==> src/rtl/key_event_decoder_pkg.sv <==
// Shared definitions for the key event decoder: FSM state encodings, counter
// width and the default timing constants (50 MHz clock), together with the
// debounce mask time used by the upstream debouncer and the player control.
package key_event_decoder_pkg;

    // Width of the shared gesture counter; holds the largest default count.
    localparam int unsigned CNT_W = 26;

    // Default timing constants in clk cycles at 50 MHz.
    localparam int unsigned DEF_LONG_TIME = 32'd50_000_000; // 1 s hold
    localparam int unsigned DEF_DBL_TIME  = 32'd15_000_000; // 300 ms window
    localparam int unsigned DEF_RPT_TIME  = 32'd10_000_000; // 200 ms repeat
    localparam int unsigned MASK_TIME     = 32'd1_000_000;  // 20 ms debounce

    // Gesture FSM states.
    typedef enum logic [2:0] {
        ST_IDLE   = 3'd0,
        ST_PRESS1 = 3'd1,
        ST_WAIT2  = 3'd2,
        ST_PRESS2 = 3'd3,
        ST_HOLD   = 3'd4
    } kd_state_e;

    // Terminal count value for a period of t cycles (counter runs 0..t-1).
    function automatic logic [CNT_W-1:0] term_count(input int unsigned t);
        int unsigned tm1;
        tm1 = t - 32'd1;
        return tm1[CNT_W-1:0];
    endfunction

endpackage : key_event_decoder_pkg

==> src/rtl/key_event_decoder_if.sv <==
// Key/gesture bundle: one debounced active-low key level in, four one-cycle
// gesture pulses out. The decoder takes the slave side.
interface key_event_decoder_if;
    logic click_n;   // debounced key level, active-low
    logic short_p;   // single short click
    logic double_p;  // double click
    logic long_p;    // hold reached the long-press time
    logic repeat_p;  // auto-repeat tick while held

    modport master (
        output click_n,
        input  short_p,
        input  double_p,
        input  long_p,
        input  repeat_p
    );

    modport slave (
        input  click_n,
        output short_p,
        output double_p,
        output long_p,
        output repeat_p
    );
endinterface : key_event_decoder_if

==> src/rtl/key_event_decoder.sv <==
// Key event decoder: turns one debounced key level into short-click,
// double-click, long-press and auto-repeat pulses. One instance per key; the
// key is consumed directly with no extra synchronizer. A single 26-bit
// counter is shared by all timed states and restarts on every state change.
// The key level always wins over a terminal count reached in the same cycle.
module key_event_decoder
    import key_event_decoder_pkg::*;
#(
    parameter int unsigned LONG_TIME = DEF_LONG_TIME,
    parameter int unsigned DBL_TIME  = DEF_DBL_TIME,
    parameter int unsigned RPT_TIME  = DEF_RPT_TIME
) (
    input  logic                clk,
    input  logic                rst_n,
    key_event_decoder_if.slave  bus
);

    localparam logic [CNT_W-1:0] LONG_TC = term_count(LONG_TIME);
    localparam logic [CNT_W-1:0] DBL_TC  = term_count(DBL_TIME);
    localparam logic [CNT_W-1:0] RPT_TC  = term_count(RPT_TIME);
    localparam logic [CNT_W-1:0] CNT_MAX = {CNT_W{1'b1}};
    localparam logic [CNT_W-1:0] CNT_ONE = {{(CNT_W-1){1'b0}}, 1'b1};

    kd_state_e        r_state;
    kd_state_e        w_state_nxt;
    logic [CNT_W-1:0] r_cnt;
    logic [CNT_W-1:0] w_cnt_nxt;
    logic             r_short;
    logic             r_double;
    logic             r_long;
    logic             r_repeat;
    logic             w_short_nxt;
    logic             w_double_nxt;
    logic             w_long_nxt;
    logic             w_repeat_nxt;
    logic             w_key_up;

    // Released key reads high; naming the level keeps the decode readable.
    assign w_key_up = bus.click_n;

    // Next-state, next-count and next-pulse decode for the gesture FSM.
    always_comb begin
        w_state_nxt  = r_state;
        w_cnt_nxt    = r_cnt + CNT_ONE;
        w_short_nxt  = 1'b0;
        w_double_nxt = 1'b0;
        w_long_nxt   = 1'b0;
        w_repeat_nxt = 1'b0;

        case (r_state)
            ST_IDLE: begin
                w_cnt_nxt = {CNT_W{1'b0}};
                if (!w_key_up) begin
                    w_state_nxt = ST_PRESS1;
                end else begin
                    w_state_nxt = ST_IDLE;
                end
            end

            ST_PRESS1: begin
                if (w_key_up) begin
                    w_state_nxt = ST_WAIT2;
                    w_cnt_nxt   = {CNT_W{1'b0}};
                end else if (r_cnt == LONG_TC) begin
                    w_state_nxt = ST_HOLD;
                    w_cnt_nxt   = {CNT_W{1'b0}};
                    w_long_nxt  = 1'b1;
                end else begin
                    w_cnt_nxt   = r_cnt + CNT_ONE;
                end
            end

            ST_WAIT2: begin
                if (!w_key_up) begin
                    w_state_nxt = ST_PRESS2;
                    w_cnt_nxt   = {CNT_W{1'b0}};
                end else if (r_cnt == DBL_TC) begin
                    w_state_nxt = ST_IDLE;
                    w_cnt_nxt   = {CNT_W{1'b0}};
                    w_short_nxt = 1'b1;
                end else begin
                    w_cnt_nxt   = r_cnt + CNT_ONE;
                end
            end

            ST_PRESS2: begin
                // No long detection here; the count only saturates so an
                // arbitrarily long second press can never wrap it.
                if (w_key_up) begin
                    w_state_nxt  = ST_IDLE;
                    w_cnt_nxt    = {CNT_W{1'b0}};
                    w_double_nxt = 1'b1;
                end else if (r_cnt != CNT_MAX) begin
                    w_cnt_nxt    = r_cnt + CNT_ONE;
                end else begin
                    w_cnt_nxt    = r_cnt;
                end
            end

            ST_HOLD: begin
                if (w_key_up) begin
                    w_state_nxt  = ST_IDLE;
                    w_cnt_nxt    = {CNT_W{1'b0}};
                end else if (r_cnt == RPT_TC) begin
                    w_cnt_nxt    = {CNT_W{1'b0}};
                    w_repeat_nxt = 1'b1;
                end else begin
                    w_cnt_nxt    = r_cnt + CNT_ONE;
                end
            end

            default: begin
                w_state_nxt = ST_IDLE;
                w_cnt_nxt   = {CNT_W{1'b0}};
            end
        endcase
    end

    // State, shared counter and registered gesture pulses.
    always_ff @(posedge clk or negedge rst_n) begin
        if (!rst_n) begin
            r_state  <= ST_IDLE;
            r_cnt    <= {CNT_W{1'b0}};
            r_short  <= 1'b0;
            r_double <= 1'b0;
            r_long   <= 1'b0;
            r_repeat <= 1'b0;
        end else begin
            r_state  <= w_state_nxt;
            r_cnt    <= w_cnt_nxt;
            r_short  <= w_short_nxt;
            r_double <= w_double_nxt;
            r_long   <= w_long_nxt;
            r_repeat <= w_repeat_nxt;
        end
    end

    assign bus.short_p  = r_short;
    assign bus.double_p = r_double;
    assign bus.long_p   = r_long;
    assign bus.repeat_p = r_repeat;

endmodule : key_event_decoder

==> src/flat_wrapper.sv <==
// flat-port wrapper written by rule: the top's interface ports become plain ports
module key_event_decoder_flat import key_event_decoder_pkg::*;
#(
    parameter int unsigned LONG_TIME = DEF_LONG_TIME,
    parameter int unsigned DBL_TIME  = DEF_DBL_TIME,
    parameter int unsigned RPT_TIME  = DEF_RPT_TIME
)
  (clk, rst_n, bus_click_n, bus_short_p, bus_double_p, bus_long_p, bus_repeat_p);
  key_event_decoder_if bus_i ();
  input  logic clk;
  input  logic rst_n;
  input wire logic [$bits(bus_i.click_n)-1:0] bus_click_n;
  output wire logic [$bits(bus_i.short_p)-1:0] bus_short_p;
  output wire logic [$bits(bus_i.double_p)-1:0] bus_double_p;
  output wire logic [$bits(bus_i.long_p)-1:0] bus_long_p;
  output wire logic [$bits(bus_i.repeat_p)-1:0] bus_repeat_p;
  assign bus_i.click_n = bus_click_n;
  assign bus_short_p = bus_i.short_p;
  assign bus_double_p = bus_i.double_p;
  assign bus_long_p = bus_i.long_p;
  assign bus_repeat_p = bus_i.repeat_p;
  key_event_decoder #(.LONG_TIME(LONG_TIME), .DBL_TIME(DBL_TIME), .RPT_TIME(RPT_TIME)) u_core (.clk(clk), .rst_n(rst_n), .bus(bus_i));
endmodule
==> config.mk <==
export PLATFORM = sky130hd
export DESIGN_NAME = key_event_decoder_flat
export DESIGN_NICKNAME = d
export VERILOG_FILES = /design/src/rtl/key_event_decoder_pkg.sv /design/src/rtl/key_event_decoder_if.sv /design/src/rtl/key_event_decoder.sv /design/src/flat_wrapper.sv
export SDC_FILE = /design/constraint.sdc
export NUM_CORES = 1
export LEC_CHECK = 0
export CAP_MARGIN = 25
export CORE_MARGIN = 2
export CORE_UTILIZATION = 25
export CTS_BUF_LIST = sky130_fd_sc_hd__clkbuf_2 sky130_fd_sc_hd__clkbuf_4 sky130_fd_sc_hd__clkbuf_8
export DETAILED_ROUTE_END_ITERATION = 8
export DONT_BUFFER_PORTS = 1
export HOLD_SLACK_MARGIN = 0.1
export PLACE_DENSITY = 0.47
export RECOVER_POWER = 100
export SYNTH_ARGS = -nofsm -noshare
export SYNTH_HDL_FRONTEND = slang
export SYNTH_SLANG_ARGS = --single-unit
==> constraint.sdc <==
create_clock -name clk -period 2.1 [get_ports clk]
set_input_delay 0.315 -clock clk [delete_from_list [all_inputs] [get_ports clk]]
set_output_delay 0.315 -clock clk [all_outputs]
set_load 0.02 [all_outputs]
; ---- After elaboration in Yosys (flattened, before gate mapping)
; Cells that the tools add are included.
[totals]
ff_bits = 33
input_bits = 3
word_cells = 49
out_inout_bits = 4
[op_classes]
n_reduce_logical = 3
add_sub_neg = 1
eq_ne = 12
muxes = 27
[ops]
columns = operator, n
row1 = 2-to-1 mux 26 bit, 8
row2 = one-hot mux 26 bit (4 select lines), 1
row3 = "== test 26 x 24 -> 1 bit, second input constant", 2
row4 = "adder 26 x 1 -> 26 bit, second input constant", 1
row5 = "== test 26 bit, second input constant", 1
row6 = "inequality test 26 bit, second input constant", 1
row7 = 2-to-1 mux 3 bit, 5
row8 = 2-to-1 mux 1 bit, 12
row9 = one-hot mux 3 bit (4 select lines), 1
row10 = "inequality test 3 x 2 -> 1 bit, second input constant", 3
row11 = "== test 3 x 2 -> 1 bit, second input constant", 2
row12 = "== test 3 x 1 -> 1 bit, second input constant", 1
row13 = "== test 3 bit, second input constant", 1
row14 = zero test 3 bit, 1
row15 = AND reduction 3 bit, 1
row16 = "inequality test 2 x 1 -> 1 bit, second input constant", 1
row17 = OR reduction 2 bit, 1

; ---- Logic depth before layout (Yosys ltp)
; Gate-level depths: netlist of the first run.
[logic_depth]
ltp_word = 4
mapped_depth = 8
mapped_depth_nobuf = 6

; ---- Least setup slack after synthesis of the first run
; OpenSTA, ideal clock, no wires.
[synth_path]
path_kind = register -> register
start = register u_core.r_state[2]
end = register u_core.r_cnt[1]
t_arrival_ps = 1957
setup_slack_ps = 24
setup_time_ps = 118
path_stages_with_launch = 8
required_ps = 1982
path_cell_list = dfrtp_1 -> or3b_1 -> or3_4 -> and4b_2 -> buf_6 -> buf_6 -> mux2i_1 -> nor2_1
[synth_via]
elab_chain_len = 2
[synth_rtl]
columns = element, line_no
row1 = from (decl), key_event_decoder.sv:24  ; kd_state_e r_state;
row2 = from (signal assigned), key_event_decoder.sv:129  ; r_state <= w_state_nxt;
row3 = == test 3 bit (tied with other cells), key_event_decoder.sv:50  ; case (r_state)
row4 = one-hot mux 26 bit (4 select lines) / inequality test 3 x 2 -> 1 bit (equally long branches), --
row5 = to (signal assigned), key_event_decoder.sv:123  ; r_cnt <= {CNT_W{1'b0}};
row6 = to (signal assigned), key_event_decoder.sv:130  ; r_cnt <= w_cnt_nxt;
row7 = to (decl), key_event_decoder.sv:26  ; logic [CNT_W-1:0] r_cnt;
; Several ways; a longest one is shown, not always the timed one.
; A chain may end at the register's enable or synchronous reset.

; ---- Final worst setup path of the first run
; Same ends and word-level chain as after synthesis.

==> results of run 1 <==
per-layer routing:
layer | vias to the layer above | GRT usage (%)
li1 | 897 | -
met1 | 909 | 18.5
met2 | 23 | 23.0
met3 | 5 | 3.40
met4 | 0 | 3.28
met5 | - | 0
state kept, by name, indices dropped and copies added (netlist names):
signal,count
u_core.bus.short_p,1
u_core.bus.long_p,1
u_core.bus.double_p,1
u_core.r_cnt,26
u_core.bus.repeat_p,1
u_core.r_state,3
synthesized netlist by cell type, drive strengths merged, types with 3 or more instances:
master and n:
or4 16, and3 3, or3 9, nor4 8
nand2 14, a21oi 23, a211oi 3, nand4 8
nor2 18, o21ai 9, buf 6, dfrtp 33
inv 7, o31ai 13, nand3 6
cell families (layout without fill, tap and decap cells):
kind of cell | count (synthesis) | after routing | synth area share, %
simple gates | 99 | 99 | 31.9
fa+ha+maj | 1 | 1 | 0.656
compound gates | 52 | 52 | 17.4
mux | 1 | 1 | 0.525
xor+xnor | 4 | 4 | 1.84
buf+inv | 14 | 70 | 4.46
flops | 33 | 33 | 43.3
worst register-to-register path, cell delays in order, from the launching register on:
cell and delay (ns):
sky130_fd_sc_hd__dfrtp_1 0.37, sky130_fd_sc_hd__or3b_4 0.39, sky130_fd_sc_hd__or3_4 0.42, sky130_fd_sc_hd__and4b_4 0.43, sky130_fd_sc_hd__buf_12 0.14, sky130_fd_sc_hd__mux2i_1 0.18
sky130_fd_sc_hd__nor2_1 0.05
final cells by class:
type	count	area, sq um	share of cell area [%]
multi-input combinational	157	1100	41.6
inverter	7	26.3	0.993
sequential	33	827	31.3
clock buffer	7	90.1	3.40
timing repair buffer	56	478	18.1
tap	99	124	4.68
where the power goes:
part / total, mW / switching [mW] / internal, mW
registers: 0.661 / 0.0151 / 0.646
clock network: 0.503 / 0.230 / 0.273
logic: 0.0855 / 0.0514 / 0.0341
stage by stage:
stage	cell area [sq um]	setup TNS (ns)	total power, mW
after floorplan	1910	0	0.717
final	2650	0	1.25
after CTS	2580	0	1.27
after global routing	2650	-0.585	1.30
after global placement	2340	-2.30	0.739
after detailed placement	2340	-2.62	0.739
how the worst max path moves through the flow:
stage | slack (ns) | end | startpoint | cells after the start
2_1_floorplan | 0.02 | u_core.r_cnt[1] | u_core.r_state[2] | 7
3_3_place_gp | -0.13 | u_core.r_cnt[20] | u_core.r_cnt[9] | 6
3_5_place_dp | -0.16 | u_core.r_cnt[19] | u_core.r_cnt[9] | 6
4_1_cts | 0.002 | u_core.r_cnt[0] | u_core.r_cnt[11] | 6
5_1_grt | -0.06 | u_core.r_cnt[1] | u_core.r_state[2] | 6
6_report | 0.008 | u_core.r_cnt[1] | u_core.r_state[2] | 6
what timing repair did:
action,in CTS,in global routing
resized for setup,10,17
pin swaps,4,9
hold endpoints to repair,35,0
gates cloned,1,1
hold buffers,3,0
buffers inserted,5,2
endpoints found under the setup margin,27,27
==> summary.txt, run 1 <==
number of standard cells after synthesis -> 204
sum of net half-perimeters after detailed placement -> 3.85 mm
clock buffer depth -> 2
wire length of the first global-routing pass -> 9.23 mm
Critical Path RT -> 2.28 ns
f_max -> 478 MHz
share of final-layout standard cells stronger than drive strength 1 -> 33.8%
largest cells by area after synthesis -> sky130_fd_sc_hd__dfrtp_1, sky130_fd_sc_hd__or4_1, sky130_fd_sc_hd__a21oi_1, sky130_fd_sc_hd__o31ai_1, sky130_fd_sc_hd__nor2_1
Hold Path End -> u_core.bus.double_p
total die area -> 8350 sq um
post-route core utilization -> 36.1%
portion of synthesized cell area occupied by the leading cell type -> 43.3%
path depth of the worst reg2reg path -> 6
count of unresolved DRC violations after routing -> 0
final critical-path required period -> 2.09 ns
CTS tree -> built
final weighted congestion in routability-driven placement -> 0.755
cell row count -> 31
Avg Cell Area, Syn -> 9.35 sq um
width of the die -> 91.4 um
max layer used -> met4
final worst setup slack -> 0.00845 ns
total vias in the final route -> 1834
die span in y -> 91.4 um
Min-Delay Startpoint -> bus_click_n
largest net degree at the start of global routing -> 34
met1 wire length -> 2.67 mm
power density normalized to cell area -> 472 nW/um^2
Max FO, Critical Path -> 7
total global routing track utilization -> 14.0%
max-slew violations -> 0
net count of the mapped netlist -> 208
max-cap violations -> 0
detailed-routed wire length on met2 -> 2.73 mm
number of cells in the design after placement -> 342
Top Ports -> 7
H-tree Lvls -> 2
number of antenna violations at the first check in global routing -> 0
total of buffers placed on input and output ports -> 0
number of setup violations in the final report -> 0
data arrival time of the worst path -> 2.27 ns
number of cells in the finished layout apart from fillers -> 359
total global routing overflow -> 0
total count of hold-check failures in the final report -> 0
TritonRoute pass-1 iters -> 4
number of nets in the layout -> 264
flop2flop setup slack -> 0.008 ns
remaining max-slew budget at the tightest pin -> 41.2%
async set-or-reset flop fraction in the synthesized netlist -> 100%
via count of the first global-routing pass -> 1826
TritonCTS buffer count -> 5
r2r endpoint -> u_core.r_cnt[1]
worst clock skew on the final layout -> 0.00513 ns
area of the core region -> 7330 sq um
initial core utilization -> 26.0%
netlist area before placement -> 1910 sq um
worst path cell trace -> or3b_4 -> or3_4 -> and4b_4 -> buf_12 -> mux2i_1 -> nor2_1
DR WL met3 -> 161 um
r2r startpoint -> u_core.r_state[2]
leading cell type in the layout, fill and taps excluded -> sky130_fd_sc_hd__buf_4
total of flip-flops plus latches after synthesis -> 33
worst-case vdd ir drop -> 0.232 mV
result of the run -> finished clean
Worst Hold Path Cells -> 2
Post-Place Setup Slack -> -0.160 ns
sink count of the clock tree -> 33
leading register cell type out of synthesis -> sky130_fd_sc_hd__dfrtp_1
most area-hungry cell type in the Yosys netlist -> sky130_fd_sc_hd__dfrtp_1
final-layout fill cell count -> 751
clock transition time at the flip-flop clock pins of the worst setup and hold paths -> 0.06 ns
standby leakage power -> 1.00 nW
kind of start point of the critical path -> register
yosys warns -> 0
post-synthesis cell type count -> 47
final wirelength -> 5.61 mm
sequential element share of the synthesized area -> 43.3%
mean number of vias per cell -> 5.11
DRC marker count from the first detailed-route iteration -> 54
Buf/Inv on CP -> 1
worst-skew pair later-pin latency -> 0.28 ns
Hold WC Path Type -> in -> reg
hold slack -> 0.161 ns
final cycle utilization of the critical path -> 99.6%
transition time of the tightest slew-check pin -> 0.881 ns
category of the critical setup timing path -> reg -> reg
clock root buffer -> sky130_fd_sc_hd__clkbuf_8
setup repair after global routing missed its margin -> true
number of routed nets with antenna violations -> 0
master of the slowest instance on the critical path -> sky130_fd_sc_hd__and4b_4
most frequent cells in the layout -> sky130_fd_sc_hd__buf_4, sky130_fd_sc_hd__dfrtp_1, sky130_fd_sc_hd__a21oi_1
largest delay contributor family on the critical path -> simple AND/OR/NAND/NOR gates
number of enable-type register cells in the synthesized netlist -> 0
crit-path max cell delay -> 0.43 ns
crit path capture type -> register
Routed wire per std cell -> 15.6 um
Inserted Diodes -> 0
Area growth syn-to-layout -> 38.7%
Note: power is estimated with default switching activity, not from simulation.
==> run 2: changes to the inputs <==
Clock period 2.1 ns to 1.7 ns, I/O delays scaled along.
==> run 2 against run 1 <==
  * The run now ends with negative setup slack left
  * Critical endpoint is now u_core.r_cnt[10]
  * Final cell count is 3.9% higher
  * First-iteration DRC count grew to 2.8 times the previous value
  * Non-clock buffer count is 13 higher
  * Power is 33% higher
  * Global-route usage is 0.23 points higher
  * Combinational power is 94% higher
  * Fmax is 0.68% lower
  * Critical path type unchanged
==> summary.txt, run 2 (synthesis gave the netlist of run 1 again) <==
final cycle utilization of the critical path -> 124% (was 99.6%)
initial core utilization -> 26.0% (unchanged)
final worst setup slack -> -0.406 ns (was 0.00845 ns)
Hold WC Path Type -> in -> reg (unchanged)
number of routed nets with antenna violations -> 0 (unchanged)
clock buffer depth -> 2 (unchanged)
final wirelength -> 5.72 mm (was 5.61 mm)
sum of net half-perimeters after detailed placement -> 3.89 mm (was 3.85 mm)
clock root buffer -> sky130_fd_sc_hd__clkbuf_8 (unchanged)
die span in y -> 91.4 um (unchanged)
Reg power frac -> 48.9% (was 52.9%)
path depth of the worst reg2reg path -> 8 (was 6)
category of the critical setup timing path -> reg -> reg (unchanged)
max-cap violations -> 0 (unchanged)
H-tree Lvls -> 2 (unchanged)
Max FO, Critical Path -> 7 (unchanged)
Area growth syn-to-layout -> 50.0% (was 38.7%)
Routed wire per std cell -> 15.3 um (was 15.6 um)
r2r endpoint -> u_core.r_cnt[10] (was u_core.r_cnt[1])
registers with the most flip-flops -> u_core.r_cnt (26), u_core.r_state (3) (unchanged)
r2r startpoint -> u_core.r_cnt[8] (was u_core.r_state[2])
final-layout fill cell count -> 714 (was 751)
reported net switching power -> 421 uW (was 297 uW)
clock transition time at the flip-flop clock pins of the worst setup and hold paths -> 0.07 ns (was 0.06 ns)
instance count on the critical path -> 8 (was 6)
leading cell type in the layout, fill and taps excluded -> sky130_fd_sc_hd__buf_4 (unchanged)
largest delay contributor family on the critical path -> simple AND/OR/NAND/NOR gates (unchanged)
via count of the first global-routing pass -> 1845 (was 1826)
remaining max-slew budget at the tightest pin -> 41.7% (was 41.2%)
total die area -> 8350 sq um (unchanged)
failing checks -> negative setup slack
cell row count -> 31 (unchanged)
power density normalized to cell area -> 581 nW/um^2 (was 472 nW/um^2)
hold slack -> 0.163 ns (was 0.161 ns)
largest net degree at the start of global routing -> 34 (unchanged)
total global routing track utilization -> 14.2% (was 14.0%)
Worst setup startpoint -> u_core.r_cnt[8] (was u_core.r_state[2])
final weighted congestion in routability-driven placement -> 0.795 (was 0.755)
Buf/Inv on CP -> 3 (was 1)
max FFs per register -> 26 (unchanged)
standby leakage power -> 1.12 nW (was 1.00 nW)
switch share -> 25.3% (was 23.7%)
total global routing overflow -> 0 (unchanged)
Sequential Area -> 827 sq um (unchanged)
f_max -> 475 MHz (was 478 MHz)
area of the core region -> 7330 sq um (unchanged)
part of the power in the clock network -> 41.1% (was 40.3%)
kind of start point of the critical path -> register (unchanged)
worst clock skew on the final layout -> 0.00209 ns (was 0.00513 ns)
DRC marker count from the first detailed-route iteration -> 151 (was 54)
share of final-layout standard cells stronger than drive strength 1 -> 44.2% (was 33.8%)
master of the slowest instance on the critical path -> sky130_fd_sc_hd__or3_1 (was sky130_fd_sc_hd__and4b_4)
total of buffers placed on input and output ports -> 0 (unchanged)
TritonRoute pass-1 iters -> 4 (unchanged)
total count of hold-check failures in the final report -> 0 (unchanged)
data arrival time of the worst path -> 2.28 ns (was 2.27 ns)
Top Ports -> 7 (unchanged)
worst-case vdd ir drop -> 0.269 mV (was 0.232 mV)
flop2flop setup slack -> -0.41 ns (was 0.008 ns)
setup repair after global routing missed its margin -> true (unchanged)
width of the die -> 91.4 um (unchanged)
number of antenna violations at the first check in global routing -> 0 (unchanged)
wire length of the first global-routing pass -> 9.39 mm (was 9.23 mm)
final critical-path required period -> 2.11 ns (was 2.09 ns)
mean number of vias per cell -> 5.08 (was 5.11)
Critical Path RT -> 1.87 ns (was 2.28 ns)
sink count of the clock tree -> 33 (unchanged)
crit-path max cell delay -> 0.43 ns (about the same)
TritonCTS buffer count -> 5 (unchanged)
CTS tree -> built (unchanged)
Cell Int Power -> 1.24 mW (was 953 uW)
area of combinational cells with multiple inputs -> 1190 sq um (was 1100 sq um)
number of nets in the layout -> 277 (was 264)
most frequent cells in the layout -> sky130_fd_sc_hd__buf_4, sky130_fd_sc_hd__dfrtp_1, sky130_fd_sc_hd__nor2_1 (was sky130_fd_sc_hd__buf_4, sky130_fd_sc_hd__dfrtp_1, sky130_fd_sc_hd__a21oi_1)
post-layout total power -> 1.66 mW (was 1.25 mW)
number of setup violations in the final report -> 30 (was 0)
worst path cell trace -> buf_4 -> or3_1 -> nor4_2 -> a21oi_2 -> a211oi_4 -> buf_6 -> clkbuf_16 -> a21oi_1 (was or3b_4 -> or3_4 -> and4b_4 -> buf_12 -> mux2i_1 -> nor2_1)
worst-skew pair later-pin latency -> 0.29 ns (was 0.28 ns)
Inserted Diodes -> 0 (unchanged)
Most flops, register -> u_core.r_cnt (unchanged)
total vias in the final route -> 1894 (was 1834)
transition time of the tightest slew-check pin -> 0.874 ns (was 0.881 ns)
destination of the critical timing path -> u_core.r_cnt[10] (was u_core.r_cnt[1])
count of unresolved DRC violations after routing -> 0 (unchanged)
Min-Delay Startpoint -> bus_click_n (unchanged)
share of total power in combinational logic -> 10.0% (was 6.8%)
max-slew violations -> 0 (unchanged)
result of the run -> finished with violations (was finished clean)
crit path capture type -> register (unchanged)
[run 2: changes by cell type in the layout (fill, tap and decap cells not counted), sizes merged]
cell    change
clkinv      +1
clkbuf      -1
buf        +14
[run 2: routing by layer]
layer	share of wire (%)	global-route usage [%]	vias up	routed length, um
met2	47	23.5	40	2720
met1	48	19.4	927	2760
met4	0.87	2.65	0	50
li1	-	-	922	-
met3	3.5	2.82	5	200
met5	0	0	-	0
[run 2: power groups by stage]
stage	Sequential [mW]	Combinational (mW)	Clock (mW)
2_1_floorplan	0.827	0.0602	0
3_3_place_gp	0.827	0.0953	0
3_5_place_dp	0.827	0.0947	0
4_1_cts	0.811	0.127	0.699
5_1_grt	0.814	0.180	0.732
6_report	0.812	0.166	0.684
[run 2: timing repair]
item | in CTS | in global routing
setup endpoints to repair | 31 | 31
endpoints found under the hold margin | 36 | 0
cloned | 0 | 2
buffers inserted | 4 | 4
resized for setup | 13 | 34
pin swaps | 12 | 9
hold buffers | 3 | 0
[run 2: metrics by stage]
stage                     setup slack [ns]  area [sq um]  std cells  util [%]  TNS (ns)
final                               -0.406          2860        373      39.1    -11.02
after global routing                -0.458          2860        373      39.1    -12.73
after CTS                           -0.419          2700        367      36.8    -10.09
after detailed placement            -0.460          2460        353      33.6    -12.01
after global placement              -0.474          2460        353      33.6    -11.84
after floorplan                     -0.295          1930        204         -     -7.68
[run 2: area by class of cell]
cell class,instances,area share [%]
timing repair buffer,69,20.8
sequential,33,28.9
clock inverter,1,0.175
inverter,7,0.918
multi-input combinational,157,41.6
clock buffer,7,3.37
tap,99,4.33
[run 2: worst min-delay path by stage]
stage | endpoint | slack [ns] | cells past startpoint
after floorplan | u_core.bus.double_p | -0.04 | 0
after global placement | u_core.r_cnt[15] | -0.04 | 0
after detailed placement | u_core.r_cnt[15] | -0.04 | 0
after CTS | u_core.bus.long_p | 0.16 | 2
after global routing | u_core.bus.long_p | 0.16 | 2
final | u_core.bus.long_p | 0.16 | 2
